$ cat src/rtl/memory_access.sv
// memory_access -- load/store stage between execute and writeback.
//
// Accepts one execute-stage result at a time. NONE operations pass the
// result straight to writeback; loads and stores run a request/ack handshake
// against a 32-bit data memory, with byte/halfword lane steering on both
// paths. Stores complete with out_rd = 0 so they never write a register.
//
// Ports:
//   clk, reset               single clock, synchronous active-high reset
//   in_valid / in_ready      operation handshake from execute
//   result                   effective address or passthrough value
//   store_data               store source register value
//   mem_op                   operation code (unlisted codes behave as NONE)
//   rd                       destination register index
//   mem_req / mem_we         memory request and write enable
//   mem_addr                 word-aligned memory address
//   mem_wdata / mem_wstrb    lane-replicated store data and byte enables
//   mem_ack / mem_rdata      memory completion and read data
//   out_valid / out_data /   one-cycle writeback pulse
//   out_rd
//   misaligned               misaligned-access flag (MEM_MISALIGN_CHECK_EN only)
//
// Configuration:
//   MEM_MISALIGN_CHECK_EN    when defined, misaligned halfword/word accesses
//                            are rejected without a memory request and
//                            flagged on the misaligned port. When undefined,
//                            the low address bits are simply ignored.

module memory_access (
  input  logic        clk,
  input  logic        reset,
  input  logic        in_valid,
  output logic        in_ready,
  input  logic [31:0] result,
  input  logic [31:0] store_data,
  input  logic [3:0]  mem_op,
  input  logic [4:0]  rd,
  output logic        mem_req,
  output logic        mem_we,
  output logic [31:0] mem_addr,
  output logic [31:0] mem_wdata,
  output logic [3:0]  mem_wstrb,
  input  logic        mem_ack,
  input  logic [31:0] mem_rdata,
  output logic        out_valid,
  output logic [31:0] out_data,
  output logic [4:0]  out_rd
`ifdef MEM_MISALIGN_CHECK_EN
  ,
  output logic        misaligned
`endif
);

  localparam logic [3:0] OP_LB  = 4'b0001;
  localparam logic [3:0] OP_LH  = 4'b0010;
  localparam logic [3:0] OP_LW  = 4'b0011;
  localparam logic [3:0] OP_LBU = 4'b0100;
  localparam logic [3:0] OP_LHU = 4'b0101;
  localparam logic [3:0] OP_SB  = 4'b1000;
  localparam logic [3:0] OP_SH  = 4'b1001;
  localparam logic [3:0] OP_SW  = 4'b1010;

  typedef enum logic [1:0] {IDLE, ACCESS, DONE} state_t;
  typedef enum logic [1:0] {SZ_B, SZ_H, SZ_W} size_t;

  state_t      state;

  // Operation context latched on acceptance and used when the ack returns.
  logic [4:0]  rd_q;
  logic [1:0]  addr_lo_q;
  size_t       size_q;
  logic        sign_q;
  logic        is_load_q;

  // Decode of the incoming operation.
  logic        is_load_in;
  logic        is_store_in;
  size_t       size_in;
  logic        sign_in;

  // Store lane steering of the incoming operation.
  logic [31:0] wdata_in;
  logic [3:0]  wstrb_in;

  // Load lane extraction from the returning read data.
  logic [7:0]  load_byte;
  logic [15:0] load_half;
  logic [31:0] load_val;

  assign in_ready = (state == IDLE);

  // NOTE: every signal assigned in an always_comb gets a default at the top,
  // so no path through the case statements can leave it unassigned and infer
  // a latch.
  always_comb begin
    is_load_in  = 1'b0;
    is_store_in = 1'b0;
    size_in     = SZ_W;
    sign_in     = 1'b0;
    case (mem_op)
      OP_LB:   begin is_load_in  = 1'b1; size_in = SZ_B; sign_in = 1'b1; end
      OP_LH:   begin is_load_in  = 1'b1; size_in = SZ_H; sign_in = 1'b1; end
      OP_LW:   begin is_load_in  = 1'b1; size_in = SZ_W; end
      OP_LBU:  begin is_load_in  = 1'b1; size_in = SZ_B; end
      OP_LHU:  begin is_load_in  = 1'b1; size_in = SZ_H; end
      OP_SB:   begin is_store_in = 1'b1; size_in = SZ_B; end
      OP_SH:   begin is_store_in = 1'b1; size_in = SZ_H; end
      OP_SW:   begin is_store_in = 1'b1; size_in = SZ_W; end
      default: ;
    endcase
  end

  // Store data is replicated across every lane so the byte enables alone
  // select where it lands in memory.
  always_comb begin
    wdata_in = store_data;
    wstrb_in = 4'b1111;
    case (size_in)
      SZ_B: begin
        wdata_in = {4{store_data[7:0]}};
        wstrb_in = 4'b0001 << result[1:0];
      end
      SZ_H: begin
        wdata_in = {2{store_data[15:0]}};
        wstrb_in = result[1] ? 4'b1100 : 4'b0011;
      end
      default: ;
    endcase
  end

  always_comb begin
    load_byte = mem_rdata[7:0];
    case (addr_lo_q)
      2'd1:    load_byte = mem_rdata[15:8];
      2'd2:    load_byte = mem_rdata[23:16];
      2'd3:    load_byte = mem_rdata[31:24];
      default: ;
    endcase
    load_half = addr_lo_q[1] ? mem_rdata[31:16] : mem_rdata[15:0];
    load_val  = mem_rdata;
    case (size_q)
      SZ_B:    load_val = sign_q ? {{24{load_byte[7]}}, load_byte}
                                 : {24'h000000, load_byte};
      SZ_H:    load_val = sign_q ? {{16{load_half[15]}}, load_half}
                                 : {16'h0000, load_half};
      default: ;
    endcase
  end

`ifdef MEM_MISALIGN_CHECK_EN
  logic misalign_in;
  assign misalign_in = (is_load_in || is_store_in) &&
                       (((size_in == SZ_H) && result[0]) ||
                        ((size_in == SZ_W) && (result[1:0] != 2'b00)));
`endif

  // NOTE: all state here uses non-blocking assignments so every register
  // samples the pre-edge values, independent of statement order.
  always_ff @(posedge clk) begin
    if (reset) begin
      state      <= IDLE;
      mem_req    <= 1'b0;
      mem_we     <= 1'b0;
      mem_addr   <= 32'h0;
      mem_wdata  <= 32'h0;
      mem_wstrb  <= 4'h0;
      out_valid  <= 1'b0;
      out_data   <= 32'h0;
      out_rd     <= 5'h0;
      rd_q       <= 5'h0;
      addr_lo_q  <= 2'b00;
      size_q     <= SZ_W;
      sign_q     <= 1'b0;
      is_load_q  <= 1'b0;
`ifdef MEM_MISALIGN_CHECK_EN
      misaligned <= 1'b0;
`endif
    end else begin
      case (state)
        IDLE: begin
          if (in_valid) begin
            rd_q      <= rd;
            addr_lo_q <= result[1:0];
            size_q    <= size_in;
            sign_q    <= sign_in;
            is_load_q <= is_load_in;
`ifdef MEM_MISALIGN_CHECK_EN
            if (misalign_in) begin
              state      <= DONE;
              out_valid  <= 1'b1;
              out_data   <= 32'h0;
              out_rd     <= 5'h0;
              misaligned <= 1'b1;
            end else
`endif
            if (is_load_in || is_store_in) begin
              state     <= ACCESS;
              mem_req   <= 1'b1;
              mem_we    <= is_store_in;
              mem_addr  <= {result[31:2], 2'b00};
              mem_wdata <= is_store_in ? wdata_in : 32'h0;
              mem_wstrb <= is_store_in ? wstrb_in : 4'h0;
            end else begin
              state     <= DONE;
              out_valid <= 1'b1;
              out_data  <= result;
              out_rd    <= rd;
            end
          end
        end

        // Address, data and strobes are held untouched until the ack.
        ACCESS: begin
          if (mem_ack) begin
            state     <= DONE;
            mem_req   <= 1'b0;
            mem_we    <= 1'b0;
            mem_wstrb <= 4'h0;
            out_valid <= 1'b1;
            out_data  <= is_load_q ? load_val : 32'h0;
            out_rd    <= is_load_q ? rd_q : 5'h0;
          end
        end

        DONE: begin
          state      <= IDLE;
          out_valid  <= 1'b0;
`ifdef MEM_MISALIGN_CHECK_EN
          misaligned <= 1'b0;
`endif
        end

        default: state <= IDLE;
      endcase
    end
  end

endmodule
$ cat config.mk
export PLATFORM = sky130hd
export DESIGN_NAME = memory_access
export DESIGN_NICKNAME = d
export VERILOG_FILES = /design/src/rtl/memory_access.sv
export SDC_FILE = /design/constraint.sdc
export NUM_CORES = 1
export LEC_CHECK = 0
export CORE_ASPECT_RATIO = 1.25
export CORE_MARGIN = 2
export CORE_UTILIZATION = 49
export CTS_BUF_LIST = sky130_fd_sc_hd__clkbuf_2 sky130_fd_sc_hd__clkbuf_4 sky130_fd_sc_hd__clkbuf_8
export DETAILED_ROUTE_END_ITERATION = 8
export PLACE_DENSITY = 0.87
export SLEW_MARGIN = 10
export SYNTH_ARGS = -nofsm -noshare
export SYNTH_HDL_FRONTEND = slang
export SYNTH_SLANG_ARGS = --single-unit
$ cat constraint.sdc
create_clock -name clk -period 4.4 [get_ports clk]
set_input_delay 0.88 -clock clk [delete_from_list [all_inputs] [get_ports clk]]
set_output_delay 0.88 -clock clk [all_outputs]
set_load 0.01 [all_outputs]
After elaboration in Yosys (flattened, before gate mapping). Cells that the tools add are included.

Flip-flop bits (word level): 119. Bits in latches: 0. Memory bits (writable): 0. Bits in read-only memories: 0. Input port bits: 109. Output and inout port bits: 109. Memories: 0.

Add/sub/neg operators: 0. Multipliers: 0. Divide/modulo/power cells: 0. Order comparisons: 0. Equal/unequal tests: 19. Shifts and indexed selects: 1. Muxes and demuxes: 43. Bitwise operators: 0. Reductions and logical operators: 17.

Operators with widths (number): $mux W32 (7); $pmux W32 S2 (3); $pmux W8 S3 (1); $mux W4 (5); $mux W5 (4); $mux W16 (1); $pmux W4 S2 (2); $eq A4 B4 Y1 const B (3); $reduce_and A4 Y1 (3); $mux W1 (11); $pmux W5 S2 (1); $reduce_or A3 Y1 (3); $eq A2 B1 Y1 const B (4); $eq A4 B2 Y1 const B (2); $eq A4 B3 Y1 const B (2); $pmux W2 S2 (2); $eq A2 B2 Y1 const B (3); $logic_not A2 Y1 (3); $mux W2 (3); $ne A2 B2 Y1 const B (3); $reduce_or A5 Y1 (1); $eq A4 B1 Y1 const B (1); $pmux W1 S2 (2); $reduce_and A2 Y1 (2); 8 further kinds (8).

Logic depth before layout (Yosys ltp).
Depth in word-level cells: 9. Mapped depth: 10. Mapped depth without buffers: 5.

Least setup slack after synthesis. No wires, ideal clock.

Path type: input port to flip-flop. From: input mem_op[3]. To: register out_data[26]. Arrival time: 2.645 ns. Data required time: 4.322 ns. Slack: 1.677 ns. Stages: 8. Cells stage by stage: nor4_1 > a211oi_2 > or2_1 > buf_6 > or4_4 > buf_6 > buf_6 > o22ai_2.

Word-level cells in the longest chain between the ends: 6. Elaborated cells on any way between the ends: 15. Classes of those cells: 9 x eq/ne; 2 x mux; 4 x reduce/logical.

Ends and longest elaborated chain: start, declared (line 36) `input logic [3:0] mem_op,`; $eq A4 B2 Y1 (tied with other cells) (line 100) `case (mem_op)`; $reduce_or A5 Y1 (no line) or $reduce_or A3 Y1 (tied branches); $mux W1 (line 100); $logic_or A1 B1 Y1 * (line 196) `if (is_load_in || is_store_in) begin`; $ne A2 B2 Y1 (no line) *; $reduce_and A4 Y1 (no line) *; end signal, assigned (line 206) `out_data <= result;`; end signal, assigned (line 220) `out_data <= is_load_q ? load_val : 32'h0;`; end, declared (line 46) `output logic [31:0] out_data,`.

Mark *: on every way between the ends. The rest lies on a longest branch, timed or not. A chain may end at the register's enable or synchronous reset.

Worst setup path after layout.
From: input mem_op[2]. To: register out_data[21].

The elaborated chain is that of the path after synthesis.

==> flow_summary.yaml <==
grt:
  grt_max_degree: 72
  grt_first_pass_wirelength_um: 28900
  grt_use_total: 0.299
  grt_pass1_vias: 5886
  grt_antenna_before_repair: 0
  grt_overflow: 0
synth:
  ys_seq_elements: 119
  synth_area_per_cell_um2: 7.87
  synth_edf_count: 0
  synth_cells: 701
  syn-cell-area_um2: 5520
  synth_cell_types: 54
  yosysSeqAreaShare: 0.432
  synthArstFlopShare: 0
  synth_flop_cell: "dfxtp_1"
  yosys_warnings: 0
cells_and_area:
  num_antenna_cells: 0
  layout-drive-gt1-share: 0.0746
  postLayoutCoreUtil: 0.732
  num-fill-cells: 847
  area_delta_synth_final_pct: 46.2
  nets: 995
sta:
  hold_ws_ps: 453
  setup_tns_ps: 0
  relSlewSlack: 0.274
  finalSetupViolations: 0
  rsz0062_at_grt: "false"
  setup_ws_ps: 1230
  min_period_ps: 3170
  clock_skew_ps: 8.11
  final-hold-violation-count: 0
  finalMaxSlewViolations: 0
  worst_pin_slew_ps: 1090
  max_freq_ghz: 0.315
  fin_crit_sh: 0.721
power_and_ir_drop:
  peakVddDrop_v: 0.000238
  p_leak_nw: 2.99
  design_power_total_mw: 2.83
  powerDensity_nw_per_um2: 350
cts:
  cts_buffers: 17
  clk_pin_slew_worst_paths_ps: 70
  cts_tree: "yes"
  ctsLongestPathBuffers: 2
  clock-sinks: 119
  ctsHoldBuffers: 0
  insertion_delay_ps: 420
  cts_repair_resize_count: 0
  root_buffer: "clkbuf_8"
  cts.htree.levels: 4
  postCtsSetupRepairBufs: 0
die:
  io_pins: 218
  die_area_um2: 12100
  row_count: 43
  die_y_um: 123
  start_util: 0.501
  core_um2: 11000
  dieWidth_um: 98.9
route:
  first_pass_iters: 7
  top_layer: "met4"
  wl_met2_um: 9420
  drc: 0
  vias: 5968
  wl_met1_um: 6810
  vias_per_cell: 5.78
  drt_iter0_drc: 376
  wl_per_cell_um: 18.0
  met3WireLength_um: 1740
  wl_um: 18600
  ant_nets: 0
status:
  status: "complete, no violations"
placed_design:
  place.gp.congestion: 0.890
  post-dp-hpwl_um: 13500
  dpl_worst_slack_ps: 846
  port_buffers: 215
hold_path:
  min_path_type: "reg2reg"
flow_run:
  max-cap-violations: 0
setup_path:
  path_class: "in2reg"
  worst-endpoint-arrival_ps: 3500
  critPathCaptureType: "register"
  critPathRequiredTime_ps: 4730
  cp-start-kind: "input port"
  path_max_fanout: 19
[path summary, 6_finish.rpt]
check                                                 from                    endpoint  slack, ps  depth (start not counted)
worst max-delay path                             mem_op[2]   out_data[21]$_SDFFE_PP0P_       1230                          8
worst min-delay path            mem_wdata[24]$_SDFFE_PP0P_  mem_wdata[24]$_SDFFE_PP0P_        450                          2
worst max register to register   addr_lo_q[1]$_SDFFE_PP0P_   out_data[21]$_SDFFE_PP0P_       1860                          5
worst min register to register  mem_wdata[24]$_SDFFE_PP0P_  mem_wdata[24]$_SDFFE_PP0P_        450                          2
[placed cells by master (no fill, tap or decap), types with 2 or more instances in the layout]
cell type	instances
bufinv_16	3
a31oi_1	6
nor2_2	2
o22ai_1	9
buf_4	13
o21ai_0	27
clkdlybuf4s50_1	214
nand3_1	7
nand2_1	126
nor2_1	70
o211ai_1	10
inv_1	12
clkbuf_8	19
nor3b_1	2
o2bb2ai_1	10
a21oi_1	97
a21o_1	4
a211oi_1	10
or3b_2	2
a311oi_1	8
clkinv_2	8
mux2_2	2
nand2b_1	6
o22ai_2	10
nand3b_1	3
nor2b_1	3
a22oi_1	8
a221o_1	2
a221oi_1	7
dfxtp_1	119
mux2i_1	11
o21bai_1	14
nor4_1	2
a211o_1	6
conb_1	2
nor3_1	24
[registers in the layout (all words and copies together), names as in the netlist]
signal	count
addr_lo_q	2
mem_addr	30
out_rd	5
out_data	32
mem_req	1
state	2
rd_q	5
mem_wdata	32
mem_wstrb	4
out_valid	1
sign_q	1
is_load_q	1
mem_we	1
size_q	2
[worst max-delay path, cell delays in order]
cell	delay [ps]
clkdlybuf4s50_1	410
buf_4	190
nor4_1	420
a211oi_2	60
buf_4	220
or2_1	390
or4_4	690
o22ai_1	240
[per-stage QoR]
| step | cells | cell area (um^2) |
|---|---|---|
| floorplan | 702 | 5520 |
| global placement | 1002 | 7670 |
| detailed placement | 1002 | 7670 |
| CTS | 1033 | 8070 |
| global route | 1033 | 8070 |
| finish | 1033 | 8070 |
[synthesized netlist by cell type (4+ instances only)]
| cell | n | area share |
|---|---|---|
| nor2_1 | 72 | 0.049 |
| nor3_1 | 24 | 0.022 |
| nand2b_1 | 6 | 0.0068 |
| nand3_1 | 7 | 0.0063 |
| o22ai_2 | 10 | 0.023 |
| clkbuf_1 | 50 | 0.034 |
| nand2_1 | 126 | 0.086 |
| a221oi_1 | 7 | 0.011 |
| a311oi_1 | 8 | 0.013 |
| o21ai_0 | 27 | 0.024 |
| o22ai_1 | 9 | 0.010 |
| dfxtp_1 | 119 | 0.43 |
| buf_1 | 4 | 0.0027 |
| a22oi_1 | 8 | 0.011 |
| inv_1 | 12 | 0.0082 |
| a211oi_1 | 10 | 0.014 |
| o21bai_1 | 14 | 0.019 |
| mux2i_1 | 11 | 0.020 |
| a211o_1 | 6 | 0.0095 |
| a21o_1 | 4 | 0.0054 |
| o211ai_1 | 10 | 0.014 |
| a21oi_1 | 97 | 0.088 |
| a31oi_1 | 6 | 0.0068 |
| buf_6 | 4 | 0.0082 |
| o2bb2ai_1 | 10 | 0.016 |
[power breakdown]
group	internal, mW	total [mW]	switching [mW]
clock	0.585	1.00	0.419
sequential	1.15	1.20	0.0549
combinational	0.304	0.618	0.314
total	2.04	2.83	0.788
[cells by family (layout without fill, tap and decap cells)]
group | Yosys count | after routing | share of synthesized area
other cells | 1 | 2 | 0.000679
flops | 119 | 119 | 0.432
compound gates | 237 | 237 | 0.286
buf+inv | 74 | 270 | 0.0580
mux | 13 | 13 | 0.0240
xor+xnor | 2 | 2 | 0.00317
simple gates | 255 | 255 | 0.196
[final cells by class]
class	instances	area (um^2)	share of cell area
Tap cell	135	169	0.0209
Sequential cell	119	2380	0.295
Multi-Input combinational cell	509	2840	0.352
Clock inverter	11	130	0.0161
Timing Repair Buffer	227	2240	0.277
Inverter	12	45.0	0.00558
Clock buffer	20	269	0.0333
[metal layers]
metal	global-route usage	vias to the layer above
met5	0	-
met4	0.134	0
met3	0.0803	50
met2	0.534	305
met1	0.330	2770
li1	-	2843
No activity file was read; power rests on OpenSTA's default activity.
